$ cat config.mk
export PLATFORM = sky130hd
export DESIGN_NAME = hamming_secded_decoder
export DESIGN_NICKNAME = d
export VERILOG_FILES = /design/src/rtl/hamming_pkg.sv /design/src/rtl/hamming_syndrome.sv /design/src/rtl/hamming_secded_decoder.sv
export SDC_FILE = /design/constraint.sdc
export NUM_CORES = 1
export LEC_CHECK = 0
export ABC_AREA = 1
export BUFFER_PORTS_ARGS = -buffer_cell sky130_fd_sc_hd__buf_2
export CAP_MARGIN = 20
export CORE_UTILIZATION = 51
export CTS_CLUSTER_SIZE = 25
export DETAILED_ROUTE_END_ITERATION = 10
export PLACE_DENSITY = 0.88
export SYNTH_ARGS = -nofsm -noshare
export SYNTH_HDL_FRONTEND = slang
export SYNTH_HIERARCHICAL = 1
export SYNTH_SLANG_ARGS = --single-unit
$ cat constraint.sdc
create_clock -name clk -period 1.8 [get_ports clk]
set_input_delay 0.27 -clock clk [delete_from_list [all_inputs] [get_ports clk]]
set_output_delay 0.27 -clock clk [all_outputs]
set_load 0.1 [all_outputs]
$ cat src/rtl/hamming_pkg.sv
// Shared helpers for the Hamming SECDED decoder: code geometry, data-bit
// placement and a reference encoder used by benches and models.
package hamming_pkg;

  localparam int unsigned MAX_DW = 64;
  localparam int unsigned MAX_N  = 72;

  function automatic int unsigned hamming_par_w(input int unsigned dw);
    int unsigned p;
    p = 1;
    while ((32'd1 << p) < dw + p + 1) p++;
    return p;
  endfunction

  function automatic int unsigned hamming_n(input int unsigned dw);
    return dw + hamming_par_w(dw) + 1;
  endfunction

  function automatic logic hamming_is_pow2(input int unsigned x);
    return (x != 0) && ((x & (x - 1)) == 0);
  endfunction

  // Codeword position of data bit j: the j-th non-power-of-two position.
  function automatic int unsigned hamming_data_pos(input int unsigned j);
    int unsigned pos;
    int unsigned cnt;
    pos = 0;
    cnt = 0;
    for (int unsigned i = 1; i < MAX_N; i++) begin
      if (!hamming_is_pow2(i)) begin
        if (cnt == j && pos == 0) pos = i;
        cnt++;
      end
    end
    return pos;
  endfunction

  function automatic logic [MAX_N-1:0] hamming_encode(input logic [MAX_DW-1:0] data,
                                                      input int unsigned       dw);
    logic [MAX_N-1:0] c;
    logic             par;
    int unsigned      n;
    n = hamming_n(dw);
    c = '0;
    for (int unsigned j = 0; j < dw; j++) c[hamming_data_pos(j)] = data[j];
    for (int unsigned k = 0; k < hamming_par_w(dw); k++) begin
      par = 1'b0;
      for (int unsigned i = 1; i < n; i++)
        if (((i >> k) & 1) != 0) par ^= c[i];
      c[32'd1 << k] = par;
    end
    c[0] = ^c;
    return c;
  endfunction

endpackage

$ cat src/rtl/hamming_syndrome.sv
// Combinational syndrome and overall-parity generator for one SECDED codeword.
module hamming_syndrome
  import hamming_pkg::*;
#(
  parameter  int unsigned DATA_W = 8,
  localparam int unsigned PAR_W  = hamming_par_w(DATA_W),
  localparam int unsigned N      = DATA_W + PAR_W + 1
) (
  input  logic [N-1:0]     i_code,
  output logic [PAR_W-1:0] o_syndrome,
  output logic             o_p_all
);

  always_comb begin
    o_syndrome = '0;
    for (int unsigned k = 0; k < PAR_W; k++)
      for (int unsigned i = 1; i < N; i++)
        if (((i >> k) & 1) != 0) o_syndrome[k] = o_syndrome[k] ^ i_code[i];
    o_p_all = ^i_code;
  end

endmodule

$ cat src/rtl/hamming_secded_decoder.sv
// Two-stage SECDED decoder with valid/ready handshakes and saturating error counters.
// Optional HAMMING_ERR_INJECT_EN adds an inj_mask input XORed into code_in at acceptance.
module hamming_secded_decoder
  import hamming_pkg::*;
#(
  parameter  int unsigned DATA_W = 8,
  parameter  int unsigned CNT_W  = 16,
  localparam int unsigned PAR_W  = hamming_par_w(DATA_W),
  localparam int unsigned N      = DATA_W + PAR_W + 1
) (
  input  logic              clk,
  input  logic              rst,
  input  logic [N-1:0]      code_in,
`ifdef HAMMING_ERR_INJECT_EN
  input  logic [N-1:0]      inj_mask,
`endif
  input  logic              in_valid,
  output logic              in_ready,
  output logic [DATA_W-1:0] data_out,
  output logic [PAR_W-1:0]  syndrome_out,
  output logic              err_corr,
  output logic              err_uncorr,
  output logic              out_valid,
  input  logic              out_ready,
  input  logic              clr_cnt,
  output logic [CNT_W-1:0]  corr_cnt,
  output logic [CNT_W-1:0]  uncorr_cnt
);

  logic [N-1:0]      w_code;
  logic [PAR_W-1:0]  w_syn;
  logic              w_p_all;
  logic              w_s1_adv;
  logic              w_s2_adv;
  logic              w_xfer;
  logic [31:0]       w_syn_idx;
  logic [N-1:0]      w_fixed;
  logic [DATA_W-1:0] w_data;
  logic              w_corr;
  logic              w_uncorr;

  logic              r_s1_valid;
  logic [N-1:0]      r_s1_code;
  logic [PAR_W-1:0]  r_s1_syn;
  logic              r_s1_pall;
  logic              r_s2_valid;
  logic [DATA_W-1:0] r_data;
  logic [PAR_W-1:0]  r_syn;
  logic              r_corr;
  logic              r_uncorr;
  logic [CNT_W-1:0]  r_corr_cnt;
  logic [CNT_W-1:0]  r_uncorr_cnt;

`ifdef HAMMING_ERR_INJECT_EN
  assign w_code = code_in ^ inj_mask;
`else
  assign w_code = code_in;
`endif

  hamming_syndrome #(.DATA_W(DATA_W)) u_syndrome (
    .i_code     (w_code),
    .o_syndrome (w_syn),
    .o_p_all    (w_p_all)
  );

  assign w_s2_adv  = !r_s2_valid || out_ready;
  assign w_s1_adv  = !r_s1_valid || w_s2_adv;
  assign w_xfer    = r_s2_valid && out_ready;
  assign w_syn_idx = 32'(r_s1_syn);

  // Syndrome beyond the last position with odd parity cannot be a single flip.
  always_comb begin
    w_fixed  = r_s1_code;
    w_corr   = 1'b0;
    w_uncorr = 1'b0;
    if (r_s1_pall) begin
      if (r_s1_syn == '0) begin
        w_corr = 1'b1;
      end else if (w_syn_idx < N) begin
        w_corr = 1'b1;
        for (int unsigned i = 1; i < N; i++)
          if (i == w_syn_idx) w_fixed[i] = ~r_s1_code[i];
      end else begin
        w_uncorr = 1'b1;
      end
    end else if (r_s1_syn != '0) begin
      w_uncorr = 1'b1;
    end
    w_data = '0;
    for (int unsigned j = 0; j < DATA_W; j++) w_data[j] = w_fixed[hamming_data_pos(j)];
  end

  always_ff @(posedge clk or posedge rst) begin
    if (rst) begin
      r_s1_valid   <= 1'b0;
      r_s1_code    <= '0;
      r_s1_syn     <= '0;
      r_s1_pall    <= 1'b0;
      r_s2_valid   <= 1'b0;
      r_data       <= '0;
      r_syn        <= '0;
      r_corr       <= 1'b0;
      r_uncorr     <= 1'b0;
      r_corr_cnt   <= '0;
      r_uncorr_cnt <= '0;
    end else begin
      if (w_s1_adv) begin
        r_s1_valid <= in_valid;
        if (in_valid) begin
          r_s1_code <= w_code;
          r_s1_syn  <= w_syn;
          r_s1_pall <= w_p_all;
        end
      end
      if (w_s2_adv) begin
        r_s2_valid <= r_s1_valid;
        if (r_s1_valid) begin
          r_data   <= w_data;
          r_syn    <= r_s1_syn;
          r_corr   <= w_corr;
          r_uncorr <= w_uncorr;
        end
      end
      if (clr_cnt) begin
        r_corr_cnt   <= '0;
        r_uncorr_cnt <= '0;
      end else if (w_xfer) begin
        if (r_corr && r_corr_cnt != '1)     r_corr_cnt   <= r_corr_cnt + 1'b1;
        if (r_uncorr && r_uncorr_cnt != '1) r_uncorr_cnt <= r_uncorr_cnt + 1'b1;
      end
    end
  end

  assign in_ready     = w_s1_adv;
  assign out_valid    = r_s2_valid;
  assign data_out     = r_data;
  assign syndrome_out = r_syn;
  assign err_corr     = r_corr;
  assign err_uncorr   = r_uncorr;
  assign corr_cnt     = r_corr_cnt;
  assign uncorr_cnt   = r_uncorr_cnt;

endmodule

Word level (Yosys, flattened, before mapping)
Cells that the tools add are included.
{"block": "totals", "latch_bits": 0, "out_inout_bits": 48, "n_memories": 0, "ff_bits": 66, "ramBits": 0, "word_cells": 103, "romBits": 0, "inputBits": 18}
{"block": "classes", "mul": 0, "n_addsub": 2, "n_mux": 28, "n_reduce_logical": 17, "n_div": 0, "magnitude_cmp": 1, "n_bitwise": 30, "eq_ne": 14, "shift": 0}
{"cell": "$mux 16", "count": 6}
{"cell": "$mux 12", "count": 3}
{"cell": "$add 16x1->16 const B", "count": 2}
{"cell": "$ne 16x16->1 const B", "count": 2}
{"cell": "$eq 4x4->1 const A", "count": 5}
{"cell": "$mux 1", "count": 19}
{"cell": "$xor 1x1->1", "count": 18}
{"cell": "$eq 3x4->1 const A", "count": 4}
{"cell": "$reduce_xor 13->1", "count": 1}
{"cell": "$not 1->1", "count": 12}
{"cell": "$eq 2x4->1 const A", "count": 2}
{"cell": "$reduce_and 2->1", "count": 4}
{"cell": "$reduce_bool 2->1", "count": 3}
{"cell": "$eq 1x4->1 const A", "count": 1}
{"cell": "$logic_not 4->1", "count": 1}
{"cell": "$lt 4x4->1 const B", "count": 1}
{"cell": "$reduce_bool 4->1", "count": 1}
{"cell": "$logic_and 1x1->1", "count": 3}
{"cell": "$logic_not 1->1", "count": 2}
{"cell": "$logic_or 1x1->1", "count": 2}

Logic depth before layout (Yosys ltp)
{"block": "depth", "ltp_word": 5, "depth_mapped": 11, "mapped_depth_nobuf": 11}

Modules after synthesis
The synthesis kept the hierarchy.
{"module": "hamming_secded_decoder", "seq_area_each_um2": 1526.5, "area_per_inst_um2": 3281.9, "instances": 1, "cells_each": 424}
{"module": "hamming_syndrome", "seq_area_each_um2": 0.0, "area_per_inst_um2": 329.1, "instances": 1, "cells_each": 66}

Worst setup path before layout
OpenSTA, ideal clock, no wires.
{"block": "synth_path", "path_kind": "register -> register", "from": "reg r_s2_valid, in the netlist out_valid", "to": "reg r_s1_code[10]", "synth_period_minus_slack_ps": 3074, "path_stages_with_launch": 5, "setup_ps": 125, "n_path_buf": 1, "arrival_time_ps": 2950, "slack_ps": -1274, "required_ps": 1675, "path_cell_list": "dfrtp_1 > nand3_1 > nand2_1 > buf_2 > mux2_2"}
{"block": "synth_via", "elab_chain_len": 4}
{"item": "from (decl)", "line": "hamming_secded_decoder.sv:46", "rtl": "logic r_s2_valid;"}
{"item": "from (signal assigned)", "line": "hamming_secded_decoder.sv:116", "rtl": "r_s2_valid <= r_s1_valid;"}
{"item": "$logic_not 1->1", "line": "hamming_secded_decoder.sv:66", "rtl": "assign w_s2_adv = !r_s2_valid || out_ready;"}
{"item": "$logic_or 1x1->1", "line": "hamming_secded_decoder.sv:66"}
{"item": "$logic_or 1x1->1", "line": "hamming_secded_decoder.sv:67", "rtl": "assign w_s1_adv = !r_s1_valid || w_s2_adv;"}
{"item": "net in_ready", "line": "hamming_secded_decoder.sv:18", "rtl": "output logic in_ready,"}
{"item": "$reduce_and 2->1 (no source line)"}
{"item": "to (signal assigned)", "line": "hamming_secded_decoder.sv:110", "rtl": "r_s1_code <= w_code;"}
{"item": "to (decl)", "line": "hamming_secded_decoder.sv:43", "rtl": "logic [N-1:0] r_s1_code;"}
The timed path passes the listed nets, and every way through them passes these cells.
A chain may end at the register's enable or synchronous reset.

Final worst setup path
{"block": "layout_path", "from": "reg r_uncorr_cnt[0], in the netlist uncorr_cnt[0]", "to": "reg r_uncorr_cnt[0], in the netlist uncorr_cnt[0]"}
{"block": "layout_via", "elab_chain_len": 4, "word_cells_on_any_way": 8, "cone_classes": "1 x add/sub; 1 x eq/ne; 3 x mux; 3 x reduce/logical"}
{"item": "from (decl)", "line": "hamming_secded_decoder.sv:52", "rtl": "logic [CNT_W-1:0] r_uncorr_cnt;"}
{"item": "from (signal assigned)", "line": "hamming_secded_decoder.sv:129", "rtl": "if (r_uncorr && r_uncorr_cnt != '1) r_uncorr_cnt <= r_uncorr_cnt + 1'b1;"}
{"item": "$add 16x1->16 or $ne 16x16->1 (tied branches)", "line": "hamming_secded_decoder.sv:129"}
{"item": "$mux 16 or $logic_and 1x1->1 (tied branches)", "line": "hamming_secded_decoder.sv:129"}
{"item": "$mux 16 or $reduce_bool 2->1 (tied branches)"}
{"item": "$mux 16 or $reduce_and 2->1 (tied branches)"}
Several ways; a longest one is shown, not always the timed one. The select of a mux whose other input is x is not followed.

==> summary.txt <==
Status
  • Outcome: completed

Logic synthesis
  • Post-synth top area cell: dfrtp_1
  • FF+latch count, synth: 61
  • Syn Area/Cell: 7.37 µm²
  • Asr flop ratio synth: 1.00
  • Cells after synthesis: 490
  • Synth top area share: 0.423
  • Post-synth EDFFs: 0
  • Distinct cells, synth: 26
  • Mapped Area: 3610 µm²
  • Most instantiated cells after synthesis: 177 x nand2_1, 61 x dfrtp_1, 57 x nor2_1
  • Synth Net Count: 510
  • Register area share after synthesis: 0.423
  • Leading post-synthesis cells by cell area: dfrtp_1 42%, nand2_1 18%, nor2_1 5.9%
  • Yosys Warn Count: 6
  • Predominant post-synthesis flop cell: dfrtp_1
  • Most common cell in the synthesized netlist: nand2_1

Drt
  • Met2 wire len: 4370 µm
  • Vias/cell: 5.29
  • Wirelength per Cell: 12.9 µm
  • Vias: 3519
  • DRC: 0
  • Total length of routed wires: 8610 µm
  • Drt initial violations: 202
  • Metal1 wirelength: 3570 µm
  • Met3 wire len: 496 µm
  • ANT nets after route: 0
  • Top sig layer: met4
  • TritonRoute pass-1 iters: 5

Timing
  • Setup Skew: 13.6 ps
  • Slew HR: 0.671
  • Tmin final: 1710 ps
  • Final worst setup slack: 94.2 ps
  • Number of hold violations in the final report: 0
  • F_max: 586 MHz
  • Final Max Slew Viols: 0
  • Worst-margin pin slew: 488 ps
  • Setup TNS: 0 ps
  • Unrepaired setup endpoints after global routing: false
  • Final period utilization: 0.948
  • Final setup fails: 0

Cells and area
  • Final Instance Count excl. Fillers: 665
  • Fillers: 587
  • Number of diodes: 0
  • Share of cells above drive strength 1: 0.271
  • P&R area growth vs syn: 22.6%
  • Final Util: 0.648
  • Fin nets: 584

Floorplanning
  • I/O pins: 66
  • Cell Rows: 30
  • Die area: 7420 µm²
  • Die Width: 86.1 µm
  • Starting Density: 0.529
  • Die H: 86.1 µm
  • Core area: 6830 µm²

Worst hold path
  • Min-delay worst type: input port to async pin

Placement
  • Placed cell count: 649
  • Port bufs: 65
  • Gpl congestion: 0.929
  • Place WS: 112 ps
  • Dpl hpwl: 6240 µm

Clock tree
  • CTS Hold Bufs: 0
  • Setup Buffers After CTS: 0
  • Clk sink count: 61
  • Total CTS buffers: 9
  • Worst-Skew Late Latency: 350 ps
  • Htree depth: 3
  • Cts repair resizes: 0
  • Reg clk slew, reported paths: 70 ps
  • Root buffer cell: clkbuf_8
  • CTS tree: done
  • Clk buf depth: 2

Global routing
  • Vias in the first global route: 3355
  • GR Overflow Total: 0
  • Maximum number of pins on one net before global-route repair: 62
  • First-pass GRT wire length: 14400 µm
  • Initial antenna violation count: 0
  • GRT Resource Usage Total: 0.246

Setup path
  • CP Capture Type: flop
  • WP buf/inv: 1
  • Crit path DAT: 1900 ps
  • Worst path top cell family by delay: compound AO/OA/AOI/OAI gates
  • Register-to-register setup slack: 90 ps
  • CP required: 1990 ps
  • CP peak stage delay: 500 ps
  • WS Path Type: flop to flop
  • Crit-path cells: ha_4, nand3_1, inv_2, nand2_2, nor2_4, o21ai_0, o21ai_0
  • Crit Path Max Fanout: 5
  • Worst path most repeated cell: o21ai_0
  • Slowest cell on the critical path: dfrtp_4
  • Nature of the critical path startpoint: flop

Pwr
  • Total power: 5.03 mW
  • P per Cell Area: 1140 nW/µm²
  • Leakage: 2.17 nW
  • VDD IR-drop max: 720 µV

Flow run
  • Maxcap violations: 0
-- worst paths after layout --
path | to | cells after the start | from
max | uncorr_cnt[0]$_DFFE_PP0P_ | 7 | uncorr_cnt[0]$_DFFE_PP0P_
min reg2reg | data_out[6]$_DFFE_PP0P_ | 2 | data_out[6]$_DFFE_PP0P_
max reg2reg | uncorr_cnt[0]$_DFFE_PP0P_ | 7 | uncorr_cnt[0]$_DFFE_PP0P_
min in group clk | r_s1_code[10]$_DFFE_PP0P_ | 2 | code_in[10]
max in group asynchronous | uncorr_cnt[1]$_DFFE_PP0P_ | 3 | rst
min | syndrome_out[3]$_DFFE_PP0P_ | 3 | rst
-- per-stage QoR --
stage	instance area (µm²)	hold WS, ps
2_1_floorplan	3730	381
4_1_cts	4430	5.11
3_3_place_gp	4190	377
3_5_place_dp	4190	379
6_report	4430	0.601
5_1_grt	4430	27.6
-- cell usage in the layout, fill, tap and decap left out, types with 2 or more instances in the layout --
cell / count
nor2_4: 6
dfrtp_2: 29
buf_4: 8
bufinv_16: 3
xnor2_1: 10
nand2_2: 5
clkbuf_8: 9
o21bai_1: 4
mux2_4: 3
a21oi_1: 8
nand3_1: 21
dfrtp_1: 27
nor2_2: 3
dfrtp_4: 5
clkinv_2: 3
nand4_1: 29
mux2_2: 2
buf_2: 65
inv_1: 36
nand2_1: 176
o21ai_0: 21
inv_2: 2
nor2_1: 57
or2_2: 3
xor2_1: 22
ha_4: 2
-- power by group --
part	internal, mW	switching (mW)	total [mW]	leakage [nW]
clock network	0.914	0.548	1.46	0.123
logic	0.350	1.49	1.84	1.32
registers	1.58	0.159	1.74	0.728
-- tightest hold or removal path, delay by kind of cell --
kind | cells | cell delay, ps
buffers and inverters | 3 | 470
-- logic make-up (layout without fill, tap and decap cells) --
family                   count (synthesis)  in the layout  synth area share
multiplexers                             5              5            0.0156
XOR/XNOR                                32             32            0.0776
AND/OR/NAND/NOR                        304            304             0.366
buffers and inverters                   51            130            0.0586
AO/OA/AOI/OAI                           35             35            0.0523
flip-flops                              61             61             0.423
adder cells (fa/ha/maj)                  2              2           0.00693
-- routing by layer --
layer / up-vias / GRT usage
met5: - / 0
met4: 0 / 0.111
met3: 22 / 0.0539
met2: 140 / 0.439
met1: 1646 / 0.281
li1: 1711 / -
-- flip-flops by register name (all words and copies together), names as in the netlist --
register	cells
r_s1_valid	1
syndrome_out	4
corr_cnt	16
r_s1_code	8
r_s1_syn	4
uncorr_cnt	16
err_uncorr	1
out_valid	1
data_out	8
r_s1_pall	1
err_corr	1
-- area by class of cell --
cell class	instances	area, µm²	area share
Clock buffer	9	124	0.0280
Sequential cell	61	1580	0.357
Tap cell	96	120	0.0271
Timing Repair Buffer	74	405	0.0916
Clock inverter	7	114	0.0257
Multi-Input combinational cell	378	1930	0.436
Inverter	40	154	0.0348
No activity file was read; power rests on OpenSTA's default activity.
